$ cat src/rtl/dom_gf2_share_masker_if.sv
// Operand, randomness and share-bundle signals between the masker and its neighbours.
// The slave modport is the masker; the master modport is the operand/RNG source plus the downstream sink.
interface dom_gf2_share_masker_if #(
   parameter int SHARES                   = 2,
   parameter int FIRST_ORDER_OPTIMIZATION = 1
);
   localparam int BLIND_NRND = (FIRST_ORDER_OPTIMIZATION != 0 && SHARES == 2) ? 1 : SHARES;
   localparam int RND_W      = 4*(SHARES-1) + SHARES*(SHARES-1) + 2*BLIND_NRND;

   logic [1:0]                   XxDI;
   logic [1:0]                   YxDI;
   logic                         InValidxSI;
   logic                         InReadyxSO;
   logic [RND_W-1:0]             RndxDI;
   logic                         RndValidxSI;
   logic                         RndReadyxSO;
   logic [2*SHARES-1:0]          _XxDO;
   logic [2*SHARES-1:0]          _YxDO;
   logic [SHARES*(SHARES-1)-1:0] _ZxDO;
   logic [2*BLIND_NRND-1:0]      _BxDO;
   logic                         OutValidxSO;
   logic                         OutReadyxSI;
   logic [15:0]                  RndCntxDO;

   modport slave (
      input  XxDI, YxDI, InValidxSI, RndxDI, RndValidxSI, OutReadyxSI,
      output InReadyxSO, RndReadyxSO, _XxDO, _YxDO, _ZxDO, _BxDO, OutValidxSO, RndCntxDO
   );

   modport master (
      output XxDI, YxDI, InValidxSI, RndxDI, RndValidxSI, OutReadyxSI,
      input  InReadyxSO, RndReadyxSO, _XxDO, _YxDO, _ZxDO, _BxDO, OutValidxSO, RndCntxDO
   );
endinterface

$ cat src/rtl/dom_gf2_share_masker.sv
// Splits unmasked GF(2^2) operands into Boolean shares using one fresh random word per operation
// and presents shares plus Z/B randomness as a registered one-deep valid/ready bundle.
module dom_gf2_share_masker #(
   parameter int SHARES                   = 2,
   parameter int FIRST_ORDER_OPTIMIZATION = 1
) (
   input  logic                    ClkxCI,
   input  logic                    RstxBI,
   dom_gf2_share_masker_if.slave   bus
);
   localparam int BLIND_NRND = (FIRST_ORDER_OPTIMIZATION != 0 && SHARES == 2) ? 1 : SHARES;
   localparam int MASK_W     = 2*(SHARES-1);
   localparam int Z_W        = SHARES*(SHARES-1);
   localparam int B_W        = 2*BLIND_NRND;
   localparam int RND_W      = 2*MASK_W + Z_W + B_W;

   localparam logic [0:0] ST_EMPTY = 1'b0;
   localparam logic [0:0] ST_FULL  = 1'b1;

   logic [0:0]          state_q, state_d;
   logic [2*SHARES-1:0] x_q, y_q;
   logic [Z_W-1:0]      z_q;
   logic [B_W-1:0]      b_q;
   logic [15:0]         cnt_q, cnt_d;

   logic [MASK_W-1:0]   x_mask, y_mask;
   logic [Z_W-1:0]      z_rnd;
   logic [B_W-1:0]      b_rnd;
   logic [1:0]          x_share0, y_share0;
   logic [2*SHARES-1:0] x_sh, y_sh;
   logic                slot_free, fire;

   assign x_mask = bus.RndxDI[MASK_W-1:0];
   assign y_mask = bus.RndxDI[2*MASK_W-1:MASK_W];
   assign z_rnd  = bus.RndxDI[2*MASK_W+Z_W-1:2*MASK_W];
   assign b_rnd  = bus.RndxDI[RND_W-1:2*MASK_W+Z_W];

   // Share 0 absorbs every mask so that the XOR of all shares recovers the operand.
   always_comb begin
      x_share0 = bus.XxDI;
      y_share0 = bus.YxDI;
      for (int j = 0; j < SHARES-1; j++) begin
         x_share0 = x_share0 ^ x_mask[2*j +: 2];
         y_share0 = y_share0 ^ y_mask[2*j +: 2];
      end
   end

   assign x_sh[1:0] = x_share0;
   assign y_sh[1:0] = y_share0;

   genvar gi;
   generate
      for (gi = 1; gi < SHARES; gi++) begin : g_share
         assign x_sh[2*gi+1:2*gi] = x_mask[2*gi-1:2*gi-2];
         assign y_sh[2*gi+1:2*gi] = y_mask[2*gi-1:2*gi-2];
      end
   endgenerate

   // Operands and randomness are only ever taken together, so a mask is never reused or paired late.
   assign slot_free = (state_q == ST_EMPTY) || bus.OutReadyxSI;
   assign fire      = RstxBI && bus.InValidxSI && bus.RndValidxSI && slot_free;

   assign bus.InReadyxSO  = fire;
   assign bus.RndReadyxSO = fire;

   always_comb begin
      state_d = state_q;
      if (fire) begin
         state_d = ST_FULL;
      end else if (state_q == ST_FULL && bus.OutReadyxSI) begin
         state_d = ST_EMPTY;
      end
   end

   assign cnt_d = (fire && cnt_q != 16'hFFFF) ? cnt_q + 16'd1 : cnt_q;

   always_ff @(posedge ClkxCI) begin
      if (!RstxBI) begin
         state_q <= ST_EMPTY;
         x_q     <= '0;
         y_q     <= '0;
         z_q     <= '0;
         b_q     <= '0;
         cnt_q   <= '0;
      end else begin
         state_q <= state_d;
         cnt_q   <= cnt_d;
         if (fire) begin
            x_q <= x_sh;
            y_q <= y_sh;
            z_q <= z_rnd;
            b_q <= b_rnd;
         end
      end
   end

   assign bus._XxDO       = x_q;
   assign bus._YxDO       = y_q;
   assign bus._ZxDO       = z_q;
   assign bus._BxDO       = b_q;
   assign bus.OutValidxSO = (state_q == ST_FULL);
   assign bus.RndCntxDO   = cnt_q;
endmodule

$ cat src/flat_wrapper.sv
// flat-port wrapper written by rule: the top's interface ports become plain ports
module dom_gf2_share_masker_flat 
#(
   parameter int SHARES                   = 2,
   parameter int FIRST_ORDER_OPTIMIZATION = 1
)
  (ClkxCI, RstxBI, bus_XxDI, bus_YxDI, bus_InValidxSI, bus_RndxDI, bus_RndValidxSI, bus_OutReadyxSI, bus_InReadyxSO, bus_RndReadyxSO, bus__XxDO, bus__YxDO, bus__ZxDO, bus__BxDO, bus_OutValidxSO, bus_RndCntxDO);
  dom_gf2_share_masker_if #(.SHARES(SHARES), .FIRST_ORDER_OPTIMIZATION(FIRST_ORDER_OPTIMIZATION)) bus_i ();
  input  logic ClkxCI;
  input  logic RstxBI;
  input wire logic [$bits(bus_i.XxDI)-1:0] bus_XxDI;
  input wire logic [$bits(bus_i.YxDI)-1:0] bus_YxDI;
  input wire logic [$bits(bus_i.InValidxSI)-1:0] bus_InValidxSI;
  input wire logic [$bits(bus_i.RndxDI)-1:0] bus_RndxDI;
  input wire logic [$bits(bus_i.RndValidxSI)-1:0] bus_RndValidxSI;
  input wire logic [$bits(bus_i.OutReadyxSI)-1:0] bus_OutReadyxSI;
  output wire logic [$bits(bus_i.InReadyxSO)-1:0] bus_InReadyxSO;
  output wire logic [$bits(bus_i.RndReadyxSO)-1:0] bus_RndReadyxSO;
  output wire logic [$bits(bus_i._XxDO)-1:0] bus__XxDO;
  output wire logic [$bits(bus_i._YxDO)-1:0] bus__YxDO;
  output wire logic [$bits(bus_i._ZxDO)-1:0] bus__ZxDO;
  output wire logic [$bits(bus_i._BxDO)-1:0] bus__BxDO;
  output wire logic [$bits(bus_i.OutValidxSO)-1:0] bus_OutValidxSO;
  output wire logic [$bits(bus_i.RndCntxDO)-1:0] bus_RndCntxDO;
  assign bus_i.XxDI = bus_XxDI;
  assign bus_i.YxDI = bus_YxDI;
  assign bus_i.InValidxSI = bus_InValidxSI;
  assign bus_i.RndxDI = bus_RndxDI;
  assign bus_i.RndValidxSI = bus_RndValidxSI;
  assign bus_i.OutReadyxSI = bus_OutReadyxSI;
  assign bus_InReadyxSO = bus_i.InReadyxSO;
  assign bus_RndReadyxSO = bus_i.RndReadyxSO;
  assign bus__XxDO = bus_i._XxDO;
  assign bus__YxDO = bus_i._YxDO;
  assign bus__ZxDO = bus_i._ZxDO;
  assign bus__BxDO = bus_i._BxDO;
  assign bus_OutValidxSO = bus_i.OutValidxSO;
  assign bus_RndCntxDO = bus_i.RndCntxDO;
  dom_gf2_share_masker #(.SHARES(SHARES), .FIRST_ORDER_OPTIMIZATION(FIRST_ORDER_OPTIMIZATION)) u_core (.ClkxCI(ClkxCI), .RstxBI(RstxBI), .bus(bus_i));
endmodule
$ cat config.mk
export PLATFORM = sky130hd
export DESIGN_NAME = dom_gf2_share_masker_flat
export DESIGN_NICKNAME = d
export VERILOG_FILES = /design/src/rtl/dom_gf2_share_masker_if.sv /design/src/rtl/dom_gf2_share_masker.sv /design/src/flat_wrapper.sv
export SDC_FILE = /design/constraint.sdc
export NUM_CORES = 1
export LEC_CHECK = 0
export ABC_AREA = 0
export CAP_MARGIN = 5
export CORE_MARGIN = 2
export CORE_UTILIZATION = 41
export CTS_BUF_LIST = sky130_fd_sc_hd__clkbuf_4
export DETAILED_ROUTE_END_ITERATION = 7
export PLACE_DENSITY = 0.85
export SYNTH_ARGS = -nofsm -noshare
export SYNTH_HDL_FRONTEND = slang
export SYNTH_SLANG_ARGS = --single-unit
$ cat constraint.sdc
create_clock -name ClkxCI -period 1.8 [get_ports ClkxCI]
set_clock_uncertainty 0.2 [all_clocks]
set_input_delay 0.36 -clock ClkxCI [delete_from_list [all_inputs] [get_ports ClkxCI]]
set_output_delay 0.36 -clock ClkxCI [all_outputs]
set_load 0.01 [all_outputs]
==> results.py <==
metrics = {
    "outcome": {
        "status": "completed",
    },
    "power_and_ir_drop": {
        "leakagePower_nw": 1.05,
        "p_total_mw": 1.35,
        "power_density_mw_per_mm2": 615,
        "p_sw_share_pct": 24.0,
        "p_comb_share_pct": 11.1,
        "seq_power_share_pct": 49.3,
        "irDropWorstVdd_mv": 0.438,
        "switchingPower_mw": 0.324,
        "internal_power_mw": 1.03,
        "pwr-share-clk_pct": 39.6,
    },
    "die": {
        "die_w_um": 61.1,
        "die_height_um": 61.1,
        "num_io_pins": 48,
        "dieArea_mm2": 0.00373,
        "fp.coreArea_mm2": 0.00308,
        "start_util_pct": 43.4,
        "rows": 20,
    },
    "synth": {
        "synth_edf_count": 0,
        "async_reset_ff_share_pct": 0,
        "netlist_instances": 154,
        "synthFlopType": "dfxtp_1",
        "synth_seq_area_share_pct": 43.4,
        "syn-num-nets": 172,
        "avgSynthCellArea_um2": 8.68,
        "ys_top_cells_by_area": "dfxtp_1 43%, nand2_1 7.0%, nand3_1 6.0%, mux2i_1 3.7%, nand4_1 2.8%",
        "synth_commonest_cells": "29 x dfxtp_1, 25 x nand2_1, 16 x nand3_1",
        "ys_types": 39,
        "syn-cell-area_mm2": 0.00134,
        "yosys_warnings": 0,
        "synth_seq_cells": 29,
        "synth_top_area_cell": "dfxtp_1",
        "synth_top_area_share_pct": 43.4,
        "synth_most_common_cell": "dfxtp_1",
    },
    "hold_path": {
        "whs_path_depth": 3,
        "min-delay-start": "bus_InValidxSI",
        "hold_path.class": "in -> reg",
        "holdPathEnd": "u_core.bus.OutValidxSO",
    },
    "worst_setup_path": {
        "critical-path-slowest-cell": "dfxtp_2",
        "reg2regPathDepth": 5,
        "critPathKind": "reg -> reg",
        "critical_path.top_delay_family": "simple AND/OR/NAND/NOR gates",
        "r2r-end": "u_core.bus.RndCntxDO[11]",
        "arrival_ns": 1.78,
        "r2r_setup_slack_ns": 0.05,
        "cp_max_fo": 6,
        "crit_path_cell_trace": "nand4_1 > buf_4 > nor3_1 > or4_4 > a21oi_2",
        "worst_path_largest_cell_delay_ns": 0.40,
        "cp.required_ns": 1.82,
        "end_kind": "flip-flop",
        "r2r_start": "u_core.bus.RndCntxDO[13]",
        "worstSetupStartpointType": "flip-flop",
        "cp_num_buf_inv": 1,
    },
    "sta": {
        "min_period_ns": 1.75,
        "rsz0062_at_grt": "yes",
        "fmax_mhz": 570,
        "setup_violations": 0,
        "fin_crit_sh_pct": 97.5,
        "fin_setup_tns_ns": 0,
        "slew_violations": 0,
        "worst_slew_pin_slew_ns": 0.455,
        "maxSlewHeadroom_pct": 69.4,
        "finalHoldViolCount": 0,
    },
    "clock_network": {
        "cts.clk_slew.worst_paths_ns": 0.10,
        "cts_buffers": 5,
        "cts_tree": "yes",
        "clock_latency_ns": 0.34,
        "clock-root-buffer": "clkbuf_4",
        "hold_buffers": 0,
        "cts_buffer_depth": 2,
        "cts.sinks": 29,
        "cts_max_level": 2,
    },
    "drt": {
        "drc": 0,
        "via_count": 1444,
        "wl_met3_um": 331,
        "drt_pass1_iterations": 4,
        "top_layer_used": "met4",
        "wl_met1_um": 1460,
        "vias_per_cell": 5.31,
        "wl_per_cell_um": 13.3,
        "antenna_left": 0,
        "route.met2.wl_um": 1760,
        "drtIter0Drc": 66,
        "totalWireLength_um": 3620,
    },
    "place": {
        "dpl_cell_area_mm2": 0.00200,
        "io_buffers": 47,
        "dp_hpwl_um": 2460,
        "gp_congestion": 0.774,
    },
    "grt": {
        "grt_use_total_pct": 20.8,
        "grt_overflow": 0,
        "antenna_found_initial": 0,
        "grt_pass1_wl_um": 5720,
        "grt_start_max_net_pins": 27,
        "grt_pass1_vias": 1266,
    },
    "cells_and_area": {
        "area_growth_pct": 64.2,
        "diodes": 0,
        "final_net_count": 245,
        "fin_area_mm2": 0.00219,
        "layout-drive-gt1-share_pct": 28.5,
        "utilization_pct": 71.3,
    },
    "flow_run": {
        "cap_violations": 0,
    },
}
## power by group through the flow
stage	Combinational [mW]	Clock, mW	Sequential [mW]
global placement	0.152	0	0.683
finish	0.149	0.534	0.666
floorplan	0.0462	0	0.692
global route	0.164	0.566	0.668
detailed placement	0.154	0	0.684
CTS	0.150	0.538	0.666
## timing repair
item,CTS,global route
gates resized for setup,53,18
pin swaps,0,3
buffers inserted,1,2
gates cloned,0,1
endpoints found under the setup margin,31,23
## cell families (layout without fill, tap and decap cells)
group | after synthesis | after routing | share of synthesized area (%)
compound gates | 29 | 29 | 14.8
xor+xnor | 4 | 4 | 2.62
fa+ha+maj | 1 | 1 | 0.936
buf+inv | 12 | 85 | 4.03
flops | 29 | 29 | 43.4
mux | 5 | 5 | 3.75
simple gates | 74 | 75 | 30.4
## cells in the final DEF (no fill, tap or decap), types with 2 or more instances in the layout
cell | Yosys | routed
nor3_1 | 3 | 2
nand2_1 | 25 | 24
o21ai_0 | 7 | 7
nand4_1 | 6 | 6
a21oi_2 | 0 | 2
o31ai_1 | 3 | 3
clkinv_1 | 2 | 2
inv_1 | 3 | 3
o311ai_0 | 3 | 3
buf_6 | 0 | 2
dfxtp_1 | 29 | 20
dlymetal6s2s_1 | 0 | 7
dfxtp_2 | 0 | 7
clkdlybuf4s50_1 | 0 | 12
and4_4 | 1 | 2
nand3_1 | 16 | 15
dlygate4sd2_1 | 0 | 26
nand2b_1 | 3 | 2
o2111ai_1 | 2 | 2
xnor2_1 | 4 | 4
or4_4 | 0 | 2
o41ai_1 | 3 | 3
nand3_2 | 1 | 2
a21oi_1 | 7 | 5
buf_4 | 2 | 24
clkbuf_4 | 0 | 5
nand3_4 | 1 | 2
mux2i_1 | 5 | 5
nor4_2 | 0 | 2
dfxtp_4 | 0 | 2
## cell type report
cell class                 instances  area (um^2)
sequential                        29          597
clock buffer                       5         37.5
inverter                           5         23.8
fill                             254          883
tap                               44         55.1
timing repair buffer              72          643
multi-input combinational        114          797
clock inverter                     3         41.3
## how the worst max path moves through the flow
stage | slack (ns) | endpoint | depth (start not counted) | from
after floorplan | 0.009 | u_core.bus.RndCntxDO[2] | 6 | u_core.bus.RndCntxDO[0]
after global placement | -0.51 | bus_RndReadyxSO | 5 | bus_RndValidxSI
after detailed placement | -0.53 | bus_RndReadyxSO | 5 | bus_RndValidxSI
after CTS | 0.002 | bus__ZxDO[0] | 1 | u_core.bus._ZxDO[0]
after global routing | -0.03 | u_core.bus.RndCntxDO[0] | 6 | u_core.bus.RndCntxDO[1]
final | 0.05 | u_core.bus.RndCntxDO[11] | 5 | u_core.bus.RndCntxDO[13]
## flip-flops by register name (all words and copies together) (netlist names)
signal	count
u_core.bus.RndCntxDO	16
u_core.bus._XxDO	4
u_core.bus._YxDO	4
u_core.bus._BxDO	2
u_core.bus._ZxDO	2
u_core.bus.OutValidxSO	1
## per-stage QoR
step | hold slack [ns] | cells | setup WS [ns]
finish | 0.231 | 272 | 0.0453
global route | 0.237 | 272 | -0.0327
detailed placement | 0.246 | 260 | -0.527
global placement | 0.241 | 260 | -0.507
floorplan | 0.259 | 154 | 0.00872
CTS | 0.221 | 269 | 0.00202
## worst register-to-register path: cells and delay by family (launching register included)
family                 cells  cell delay (ns)
DFF                        1             0.40
buffers and inverters      1             0.21
AOI/OAI and AO/OA          1             0.04
and+or+nand+nor            3             0.78
## layer usage
| metal | GRT usage (%) | up-vias |
|---|---|---|
| met4 | 6.52 | 0 |
| li1 | - | 722 |
| met3 | 9.24 | 8 |
| met1 | 25.4 | 650 |
| met2 | 33.1 | 64 |
| met5 | 0 | - |
Power figures use the tool's default switching activity.
==> RTL change (same settings) <==
`FIRST_ORDER_OPTIMIZATION` is set to 1 in 3 places; all go to 0.
--- a/src/rtl/dom_gf2_share_masker_if.sv
+++ b/src/rtl/dom_gf2_share_masker_if.sv
@@ -2,7 +2,7 @@
 // The slave modport is the masker; the master modport is the operand/RNG source plus the downstream sink.
 interface dom_gf2_share_masker_if #(
    parameter int SHARES                   = 2,
-   parameter int FIRST_ORDER_OPTIMIZATION = 1
+   parameter int FIRST_ORDER_OPTIMIZATION = 0
 );
    localparam int BLIND_NRND = (FIRST_ORDER_OPTIMIZATION != 0 && SHARES == 2) ? 1 : SHARES;
    localparam int RND_W      = 4*(SHARES-1) + SHARES*(SHARES-1) + 2*BLIND_NRND;
--- a/src/rtl/dom_gf2_share_masker.sv
+++ b/src/rtl/dom_gf2_share_masker.sv
@@ -2,7 +2,7 @@
 // and presents shares plus Z/B randomness as a registered one-deep valid/ready bundle.
 module dom_gf2_share_masker #(
    parameter int SHARES                   = 2,
-   parameter int FIRST_ORDER_OPTIMIZATION = 1
+   parameter int FIRST_ORDER_OPTIMIZATION = 0
 ) (
    input  logic                    ClkxCI,
    input  logic                    RstxBI,
--- a/src/flat_wrapper.sv
+++ b/src/flat_wrapper.sv
@@ -2,7 +2,7 @@
 module dom_gf2_share_masker_flat 
 #(
    parameter int SHARES                   = 2,
-   parameter int FIRST_ORDER_OPTIMIZATION = 1
+   parameter int FIRST_ORDER_OPTIMIZATION = 0
 )
   (ClkxCI, RstxBI, bus_XxDI, bus_YxDI, bus_InValidxSI, bus_RndxDI, bus_RndValidxSI, bus_OutReadyxSI, bus_InReadyxSO, bus_RndReadyxSO, bus__XxDO, bus__YxDO, bus__ZxDO, bus__BxDO, bus_OutValidxSO, bus_RndCntxDO);
   dom_gf2_share_masker_if #(.SHARES(SHARES), .FIRST_ORDER_OPTIMIZATION(FIRST_ORDER_OPTIMIZATION)) bus_i ();
Interface: changed (resized bus_RndxDI and bus__BxDO); port bits go from 48 to 52. No check against the original RTL was run, so the function may have changed too.
==> RTL change against the unedited design <==
  * The run now ends with negative setup slack left
  * Synthesized area grew 5.7%
  * Wire length grew 20%
  * Global-route usage grew 0.48 points
  * Synthesized cell count is 7.8% higher
  * Hold slack got worse by 35 ps
  * Sequential cell count rose by 2
  * Fmax fell by 7.3%
  * Worst setup slack lost 140 ps
  * Sequential power grew 7.1%
  * Power shrank 3.7%
  * Final area grew 11%
  * Non-clock buffer count increased by 16
  * Largest cell class unchanged
==> RTL change: results (changes against the unedited design) <==
- Share of layout cells above drive strength 1: 0.354 (was 0.285)
- Slew headroom: 0.725 (was 0.694)
- RD Place Congestion: 0.877 (was 0.774)
- # setup viols final: 7 (was 0)
- Worst path slowest cell: or4_1 (was dfxtp_2)
- R2R cell count: 6 (was 5)
- Top cells by area, synth: dfxtp_1, nand2_1, nand3_1, a21oi_1, or4_1 (was dfxtp_1, nand2_1, nand3_1, mux2i_1, nand4_1)
- Port bufs: 51 (was 47)
- Leak: 1.07 nW (was 1.05 nW)
- Wire per inst: 14.5 µm (was 13.3 µm)
- Unique cell type count in the Yosys netlist: 34 (was 39)
- Vias in the first global route: 1441 (was 1266)
- Final hold slack: 196 ps (was 231 ps)
- Max FO, Critical Path: 7 (was 6)
- Crit path DAT: 1970 ps (was 1780 ps)
- Final nets: 273 (was 245)
- DR vias: 1602 (was 1444)
- Status: complete, but fails checks (was finished, final reports clean)
- Failing checks: negative setup slack
- Drt initial violations: 111 (was 66)
- DP Wirelength: 2.76 mm (was 2.46 mm)
- Maximum VDD drop: 570 µV (was 438 µV)
- First-pass GRT wire length: 6.56 mm (was 5.72 mm)
- FF-to-FF Start: u_core.bus.RndCntxDO[8] (was u_core.bus.RndCntxDO[13])
- Total Routing Usage GR: 0.213 (was 0.208)
- Critical path's largest stage delay: 520 ps (was 400 ps)
- Final WS setup: -92.5 ps (was 45.3 ps)
[RTL change: changes by cell type after synthesis, moves of 3 or more]
cell and delta:
nand2_1 +7, a21oi_1 +5, o21ai_1 +3, o311ai_0 -3, or4_1 +3
[RTL change: repair_timing]
action / in CTS / in global routing
endpoints found under the setup margin: 44 / 12
gates cloned: 0 / 1
resized for setup: 62 / 27
pin swaps: 1 / 12
buffers inserted: 2 / 6
[RTL change: worst max path at each step]
stage | from | endpoint | slack, ps | cells after the start
global placement | RstxBI | bus_InReadyxSO | -570 | 5
global route | u_core.bus.RndCntxDO[8] | u_core.bus.RndCntxDO[11] | -120 | 6
detailed placement | bus_RndValidxSI | bus_InReadyxSO | -590 | 5
floorplan | u_core.bus.RndCntxDO[0] | u_core.bus.RndCntxDO[14] | 10 | 6
CTS | bus_OutReadyxSI | bus_InReadyxSO | 5 | 5
finish | u_core.bus.RndCntxDO[8] | u_core.bus.RndCntxDO[11] | -90 | 6
[RTL change: power by group]
group / internal, mW / switching (mW)
sequential: 0.702 / 0.0106
clock: 0.149 / 0.273
combinational: 0.0901 / 0.0750
total: 0.941 / 0.358
[RTL change: through the flow]
step	instances	TNS [ps]	worst slack, ps	instance area (µm²)
final	300	-256	-92.5	2440
after global routing	300	-672	-123	2440
after CTS	293	0	4.90	2240
after detailed placement	283	-7910	-594	2170
after global placement	283	-6500	-571	2170
after floorplan	166	0	13.1	1440
[RTL change: layout make-up]
| cell class | count | area (µm²) |
|---|---|---|
| fillers | 269 | 875 |
| flip-flops and latches | 31 | 646 |
| repair buffers | 88 | 767 |
| well taps | 46 | 57.6 |
| inverters | 2 | 10.0 |
| multi-input cells | 125 | 898 |
| clock buffers | 5 | 37.5 |
| clock inverters | 3 | 20.0 |
[RTL change: cells by family after synthesis]
group,after synthesis,share of synthesized area
xor gates and xnor gates,4,0.0248
and+or+nand+nor,86,0.337
muxes,4,0.0283
buffers and inverters,11,0.0399
AOI/OAI and AO/OA,29,0.121
DFF,31,0.439
adders and majority gates,1,0.00886
[RTL change: critical path, delay by kind of cell, from the launching register on]
kind / cells / cell delay (ps)
flops: 1 / 350
simple gates: 3 / 750
buf+inv: 2 / 350
compound gates: 1 / 170
[RTL change: routing by layer]
layer	GRT usage	wire length [µm]	vias up
met5	0	0	-
li1	-	-	772
met1	0.241	1670	755
met4	0.0833	79	0
met3	0.0919	348	9
met2	0.353	2250	66
